`src/rtl/multibyte_add_sequencer_pkg.sv`:
```
// Shared definitions for the multi-byte add sequencer: state encoding,
// default byte width, counter sizing and the end-of-packet flag bundle.
package multibyte_add_sequencer_pkg;

    localparam int WIDTH_DEF = 8;

    localparam logic [0:0] ST_FIRST = 1'b0;
    localparam logic [0:0] ST_MID   = 1'b1;

    // Counter only has to reach MAX_BYTES-1 before the packet is forced closed.
    function automatic int cnt_width(input int max_bytes);
        return (max_bytes < 2) ? 1 : $clog2(max_bytes);
    endfunction

    typedef struct packed {
        logic last;
        logic cout;
        logic ovf;
        logic trunc;
    } end_flags_t;

endpackage

```
`src/rtl/multibyte_add_sequencer_adder.sv`:
```
// Combinational WIDTH-bit ripple-carry adder: {o_cout, o_sum} = i_a + i_b + i_cin.
module byte_adder8 #(
    parameter int WIDTH = 8
) (
    input  logic [WIDTH-1:0] i_a,
    input  logic [WIDTH-1:0] i_b,
    input  logic             i_cin,
    output logic [WIDTH-1:0] o_sum,
    output logic             o_cout
);

    logic [WIDTH:0] w_carry;

    assign w_carry[0] = i_cin;

    generate
        for (genvar gi = 0; gi < WIDTH; gi++) begin : g_bit
            assign o_sum[gi]     = i_a[gi] ^ i_b[gi] ^ w_carry[gi];
            assign w_carry[gi+1] = (i_a[gi] & i_b[gi]) | (w_carry[gi] & (i_a[gi] ^ i_b[gi]));
        end
    endgenerate

    assign o_cout = w_carry[WIDTH];

endmodule

```
`src/rtl/multibyte_add_sequencer.sv`:
```
// Streams LSB-first operand bytes through one byte adder, chaining the carry
// within a packet and presenting each sum byte on a single valid/ready register.
import multibyte_add_sequencer_pkg::*;

module multibyte_add_sequencer #(
    parameter int WIDTH     = WIDTH_DEF,
    parameter int MAX_BYTES = 4
) (
    input  logic             clk,
    input  logic             rst,
    input  logic             in_valid,
    output logic             in_ready,
    input  logic [WIDTH-1:0] a_byte,
    input  logic [WIDTH-1:0] b_byte,
    input  logic             in_last,
    input  logic             cin_init,
    output logic             out_valid,
    input  logic             out_ready,
    output logic [WIDTH-1:0] sum_byte,
    output logic             out_last,
    output logic             cout_final,
    output logic             ovf,
    output logic             trunc
);

    localparam int             CW       = cnt_width(MAX_BYTES);
    localparam logic [CW-1:0]  LAST_IDX = CW'(MAX_BYTES - 1);

    logic [0:0]       r_state;
    logic [CW-1:0]    r_byte_cnt;
    logic             r_carry;
    logic             r_out_valid;
    logic [WIDTH-1:0] r_sum;
    end_flags_t       r_flags;

    logic             w_accept;
    logic             w_emit;
    logic             w_cin;
    logic             w_end;
    logic             w_ovf;
    logic [WIDTH-1:0] w_sum;
    logic             w_cout;

    // Ready only looks at the output register, so in_valid never reaches out_valid combinationally.
    assign in_ready = !r_out_valid || out_ready || rst;
    assign w_accept = in_valid && in_ready;
    assign w_emit   = r_out_valid && out_ready;

    assign w_cin = (r_state == ST_FIRST) ? cin_init : r_carry;
    assign w_end = in_last || (r_byte_cnt == LAST_IDX);
    assign w_ovf = (a_byte[WIDTH-1] == b_byte[WIDTH-1]) && (w_sum[WIDTH-1] != a_byte[WIDTH-1]);

    byte_adder8 #(
        .WIDTH (WIDTH)
    ) u_adder (
        .i_a    (a_byte),
        .i_b    (b_byte),
        .i_cin  (w_cin),
        .o_sum  (w_sum),
        .o_cout (w_cout)
    );

    always_ff @(posedge clk) begin
        if (rst) begin
            r_state     <= ST_FIRST;
            r_byte_cnt  <= '0;
            r_carry     <= 1'b0;
            r_out_valid <= 1'b0;
            r_sum       <= '0;
            r_flags     <= '0;
        end else if (w_accept) begin
            r_sum       <= w_sum;
            r_out_valid <= 1'b1;
            r_carry     <= w_cout;
            if (w_end) begin
                r_flags    <= '{last: 1'b1, cout: w_cout, ovf: w_ovf, trunc: !in_last};
                r_state    <= ST_FIRST;
                r_byte_cnt <= '0;
            end else begin
                r_flags    <= '0;
                r_state    <= ST_MID;
                r_byte_cnt <= r_byte_cnt + 1'b1;
            end
        end else if (w_emit) begin
            r_out_valid <= 1'b0;
        end
    end

    assign out_valid  = r_out_valid;
    assign sum_byte   = r_sum;
    assign out_last   = r_flags.last;
    assign cout_final = r_flags.cout;
    assign ovf        = r_flags.ovf;
    assign trunc      = r_flags.trunc;

endmodule

```
`config.mk`:
```
export PLATFORM = sky130hd
export DESIGN_NAME = multibyte_add_sequencer
export DESIGN_NICKNAME = d
export VERILOG_FILES = /design/src/rtl/multibyte_add_sequencer_pkg.sv /design/src/rtl/multibyte_add_sequencer_adder.sv /design/src/rtl/multibyte_add_sequencer.sv
export SDC_FILE = /design/constraint.sdc
export NUM_CORES = 1
export LEC_CHECK = 0
export CAP_MARGIN = 40
export CORE_ASPECT_RATIO = 1.2
export CORE_UTILIZATION = 38
export DETAILED_ROUTE_END_ITERATION = 16
export GPL_TIMING_DRIVEN = 0
export PLACE_DENSITY = 0.74
export SLEW_MARGIN = 20
export SYNTH_ARGS = -nofsm -noshare
export SYNTH_HDL_FRONTEND = slang
export SYNTH_SLANG_ARGS = --single-unit
```
`constraint.sdc`:
```
create_clock -name clk -period 6.1 [get_ports clk]
set_input_delay 1.83 -clock clk [delete_from_list [all_inputs] [get_ports clk]]
set_output_delay 1.83 -clock clk [all_outputs]
set_load 0.02 [all_outputs]
```
## Yosys cells after proc, flatten, opt, wreduce, memory -nomap -nowiden

Cells that the tools add are included.
Widths: inputs -> output; s select.

| storage, ports and cells | value |
|---|---|
| register bits after elaboration | 17 |
| input bits | 22 |
| output and inout port bits | 14 |
| word-level logic and storage cells | 68 |

| operators by class | value |
|---|---|
| add/sub/neg operators | 1 |
| equality and inequality tests | 3 |
| multiplexer cells | 6 |
| bitwise operators | 40 |
| reduce and logical (&&, ||, !) cells | 9 |

Operators by type and width:

| operator | count |
|---|---|
| $and 1x1->1 | 16 |
| $xor 1x1->1 | 16 |
| $or 1x1->1 | 8 |
| $mux 1 | 4 |
| $mux 4 | 1 |
| $logic_and 1x1->1 | 3 |
| $logic_or 1x1->1 | 3 |
| $add 2x1->2 const B | 1 |
| $eq 2x2->1 const B | 1 |
| $logic_not 1->1 | 2 |
| $mux 2 | 1 |
| $reduce_bool 2->1 | 1 |
| $eq 1x1->1 | 1 |
| $ne 1x1->1 | 1 |

## Logic depth before layout (Yosys ltp)

| logic depth | value |
|---|---|
| word-level depth | 19 |
| depth in mapped cells | 12 |
| depth with buffers taken out | 12 |

## Modules after synthesis

A second synthesis with hierarchy kept.

| second synthesis, totals | value |
|---|---|
| cell total of the unflattened synthesis | 102 |
| area total of the unflattened synthesis | 934.6 um^2 |

By module, submodules not included:

| module | times used | cells an instance | area each (um^2) | seq. area each (um^2) |
|---|---|---|---|---|
| multibyte_add_sequencer | 1 | 84 | 737.0 | 340.3 |
| byte_adder8 | 1 | 18 | 197.7 | 0.0 |

## Worst setup path before layout

OpenSTA, ideal clock, no wires.

| timing | value |
|---|---|
| kind | input-to-reg |
| from | in cin_init |
| to | reg r_flags (netlist bit ovf) |
| setup time | 0.069 ns |
| arrival time | 5.821 ns |
| data required time | 6.031 ns |
| path slack | 0.210 ns |
| stages on the path | 12 |
| path buffers | 0 |
| cells stage by stage | mux2_2 fa_1 fa_1 fa_1 fa_1 fa_1 fa_1 fa_1 fa_1 xnor2_1 or4_1 o21ai_1 |

| between the ends | value |
|---|---|
| longest elaborated chain between the ends | 19 |

RTL lines:

| what | RTL line | text |
|---|---|---|
| from (decl) | multibyte_add_sequencer.sv:16 | `input logic cin_init,` |
| $mux 1 | multibyte_add_sequencer.sv:49 | `assign w_cin = (r_state == ST_FIRST) ? cin_init : r_carry;` |
| $and 1x1->1 | multibyte_add_sequencer_adder.sv:19 | `assign w_carry[gi+1] = (i_a[gi] & i_b[gi]) \| (w_carry[gi] & (i_a[gi] ^ i_b[gi]));` |
| $or 1x1->1 | multibyte_add_sequencer_adder.sv:19 |  |
| $and 1x1->1 | multibyte_add_sequencer_adder.sv:19 |  |
| $or 1x1->1 | multibyte_add_sequencer_adder.sv:19 |  |
| $and 1x1->1 | multibyte_add_sequencer_adder.sv:19 |  |
| $or 1x1->1 | multibyte_add_sequencer_adder.sv:19 |  |
| $and 1x1->1 | multibyte_add_sequencer_adder.sv:19 |  |
| [4 not listed] | - |  |
| $or 1x1->1 | multibyte_add_sequencer_adder.sv:19 |  |
| $and 1x1->1 | multibyte_add_sequencer_adder.sv:19 |  |
| $or 1x1->1 | multibyte_add_sequencer_adder.sv:19 |  |
| $xor 1x1->1 | multibyte_add_sequencer_adder.sv:18 | `assign o_sum[gi] = i_a[gi] ^ i_b[gi] ^ w_carry[gi];` |
| net u_adder.o_sum[7] | multibyte_add_sequencer_adder.sv:8 | `output logic [WIDTH-1:0] o_sum,` |
| $ne 1x1->1 | multibyte_add_sequencer.sv:51 | `assign w_ovf = (a_byte[WIDTH-1] == b_byte[WIDTH-1]) && (w_sum[WIDTH-1] != a_byte[WIDTH-1]);` |
| $logic_and 1x1->1 | multibyte_add_sequencer.sv:51 |  |
| $mux 4 | multibyte_add_sequencer.sv:75 | `if (w_end) begin` |
| to (signal assigned) | multibyte_add_sequencer.sv:76 | `r_flags <= '{last: 1'b1, cout: w_cout, ovf: w_ovf, trunc: !in_last};` |
| to (decl) | multibyte_add_sequencer.sv:34 | `end_flags_t r_flags;` |

The timed path passes the listed nets, and every way through them passes these cells.
A chain may end at the register's enable or synchronous reset.

## Worst setup path after layout

Ends and elaborated chain as after synthesis.

==> reports/summary.txt <==
Critical Path Fanout Max: 2
Cells after DPL: 159
Fin. max-slew vios: 0
Ports: 36
Unique masters post-synth: 24
Final GP Congestion: 0.8361
WS Path Type: input pin to flop
Final Hold Viols: 0
Yosys top cell by area: dfxtp_1
Port Buffers: 34
Clock H-tree levels: 1
# DRC: 0
Global-route wire length before repair: 3.732 mm
Syn_area_per_cell: 9.677 sq um
Initial DRC count: 21
Largest net degree at the start of global routing: 11
Routed WL per cell: 13.71 um
Core area: 2282 sq um
Clock Path Buffers: 2
Startpoint types: input pin
Global route overflow: 0
Seq/Total Area, Yosys: 37.41%
Share of cells above drive strength 1: 15.79%
Slew @ Worst Pin: 408.7 ps
Top-area cell type share of the netlist area: 37.41%
Maximum VDD drop: 0.0001207 V
Tcrit/Tclk final: 98.11%
Final Util: 58.61%
Setup TNS Final: 0 ps
Post-Route WL: 2.249 mm
Crit path capture type: flop
Worst Skew: 3.537 ps
DP HPWL: 1.758 mm
DRT Pass-1 Iters: 4
Area Growth Syn to Fin: 47.04%
Diode count: 0
Max Freq: 167.1 MHz
Total CTS buffers: 3
Critical Path RT: 6320 ps
Antenna-violating nets left: 0
Mapped Nets: 126
CTS sink cnt: 17
Synth Cell Area: 909.6 sq um
Hold Buf Count CTS: 0
Die Ht: 55.60 um
Outcome: finished clean
Reg clk slew, reported paths: 90 ps
Slew HR: 72.75%
Syn Inst Count: 94
Avg Vias per Cell: 5.232
Min Clock Period, post-route: 5985 ps
Leading post-synthesis cells by cell area: dfxtp_1 (37%), fa_1 (18%), a21oi_1 (7.7%), o21ai_0 (6.1%), nand3_1 (5.0%)
Nets: 166
Yosys warning total: 0
Clk_lat worst skew: 280 ps
RSZ-0062 raised after global routing: false
Max_cap viols: 0
Cell row count: 19
Number of global-route vias before repair: 881
# setup viols final: 0
Tot GR Track Use: 19.94%
Non-Filler Instances: 164
CP arrival: 6200 ps
PD cells: 196.6 nW/um^2
Initial core utilization: 39.86%
CTS root buffer: clkbuf_4
Area of the die: 2594 sq um
TritonCTS clock tree: done
Leakage: 0.4816 nW
Via Count: 858
Synthesis-stage register bit count: 17
Die X: 46.67 um
Initial antenna violation count: 0
HP Class: flop to flop
==> where the power goes <==
part	switching [mW]	total (mW)	internal (mW)	leakage, nW
logic	0.0379	0.0813	0.0434	0.327
registers	0.00422	0.123	0.119	0.140
clock network	0.0329	0.0583	0.0254	0.0150
total	0.0750	0.263	0.188	0.482
==> cell usage after synthesis <==
cell type,n
nand3_1,9
nand2_1,1
xnor2_1,1
nand4_1,3
fa_1,8
a21oi_1,14
inv_2,2
nor2b_1,2
buf_2,4
a211oi_1,1
nand4b_1,1
o31ai_1,1
buf_6,2
clkbuf_1,1
or2_2,1
nand2b_1,2
nor3b_4,1
or4_1,1
o21ai_1,5
o21ai_0,11
mux2_2,1
ha_1,2
nor2_1,3
dfxtp_1,17
==> per-stage QoR <==
stage | power (mW) | cell area (sq um) | setup slack [ps] | hold WS (ps)
2_1_floorplan | 0.1646 | 909.6 | 210.5 | 450.3
3_5_place_dp | 0.2034 | 1289 | -480.6 | 470.0
4_1_cts | 0.2650 | 1335 | 25.42 | 483.6
6_report | 0.2630 | 1338 | 115.2 | 481.7
5_1_grt | 0.2783 | 1338 | 12.63 | 500.2
3_3_place_gp | 0.2009 | 1289 | -374.0 | 461.7
==> final timing paths <==
path / startpoint / endpoint / slack [ps] / depth (start not counted)
setup / recovery: cin_init / ovf$_SDFFE_PP0P_ / 120 / 13
hold / removal: sum_byte[2]$_SDFFE_PP0P_ / sum_byte[2]$_SDFFE_PP0P_ / 480 / 2
setup reg to reg: r_state$_SDFFE_PP0P_ / ovf$_SDFFE_PP0P_ / 1630 / 12
hold reg to reg: sum_byte[2]$_SDFFE_PP0P_ / sum_byte[2]$_SDFFE_PP0P_ / 480 / 2
==> placed cells by master, fill, tap and decap left out, drive strengths merged, types with 2 or more instances in the layout <==
cell            n
a21oi          14
buf             7
clkbuf          5
clkdlybuf4s50  34
dfxtp          17
fa              8
ha              2
inv             2
nand2b          2
nand3           9
nand4           3
nor2            3
nor2b           2
o21ai          16
==> layout make-up <==
cell class	instances	area, sq um
inverter	2	7.507
multi-input combinational	68	530.5
fill	215	944.7
buffer	7	46.29
sequential	17	340.3
timing repair buffer	35	347.8
clock buffer	4	26.28
tap	31	38.79
==> layer usage <==
metal,vias to the layer above,wire length [um],track usage [%]
met2,22,1272,35.71
met3,5,82,3.896
met4,0,34,7.755
li1,412,-,-
met1,419,861,21.56
met5,-,0,0
==> registers in the layout (all words and copies together), names as in the netlist <==
signal,cells
out_valid,1
r_state,1
r_carry,1
trunc,1
cout_final,1
sum_byte,8
out_last,1
r_byte_cnt,2
ovf,1
==> worst max-delay path: stages <==
cell and delay [ps]:
clkdlybuf4s50_1 390, mux2_2 270, fa_1 380, fa_2 360
fa_2 360, fa_2 350, fa_2 350, fa_2 350
fa_2 390, fa_1 490, xnor2_1 150, or4_1 390
o21ai_1 140
==> timing repair <==
action	4_1_cts	5_1_grt
setup endpoints to repair	1	1
buffers inserted	1	0
gates resized for setup	5	1
pin swaps	2	1
==> kinds of logic after synthesis <==
group	share of synthesized area, %
muxes	1.238
AOI/OAI and AO/OA	18.16
adders and majority gates	20.36
xor gates and xnor gates	0.9630
DFF	37.41
buffers and inverters	5.915
and+or+nand+nor	15.96
Power figures use the tool's default switching activity.
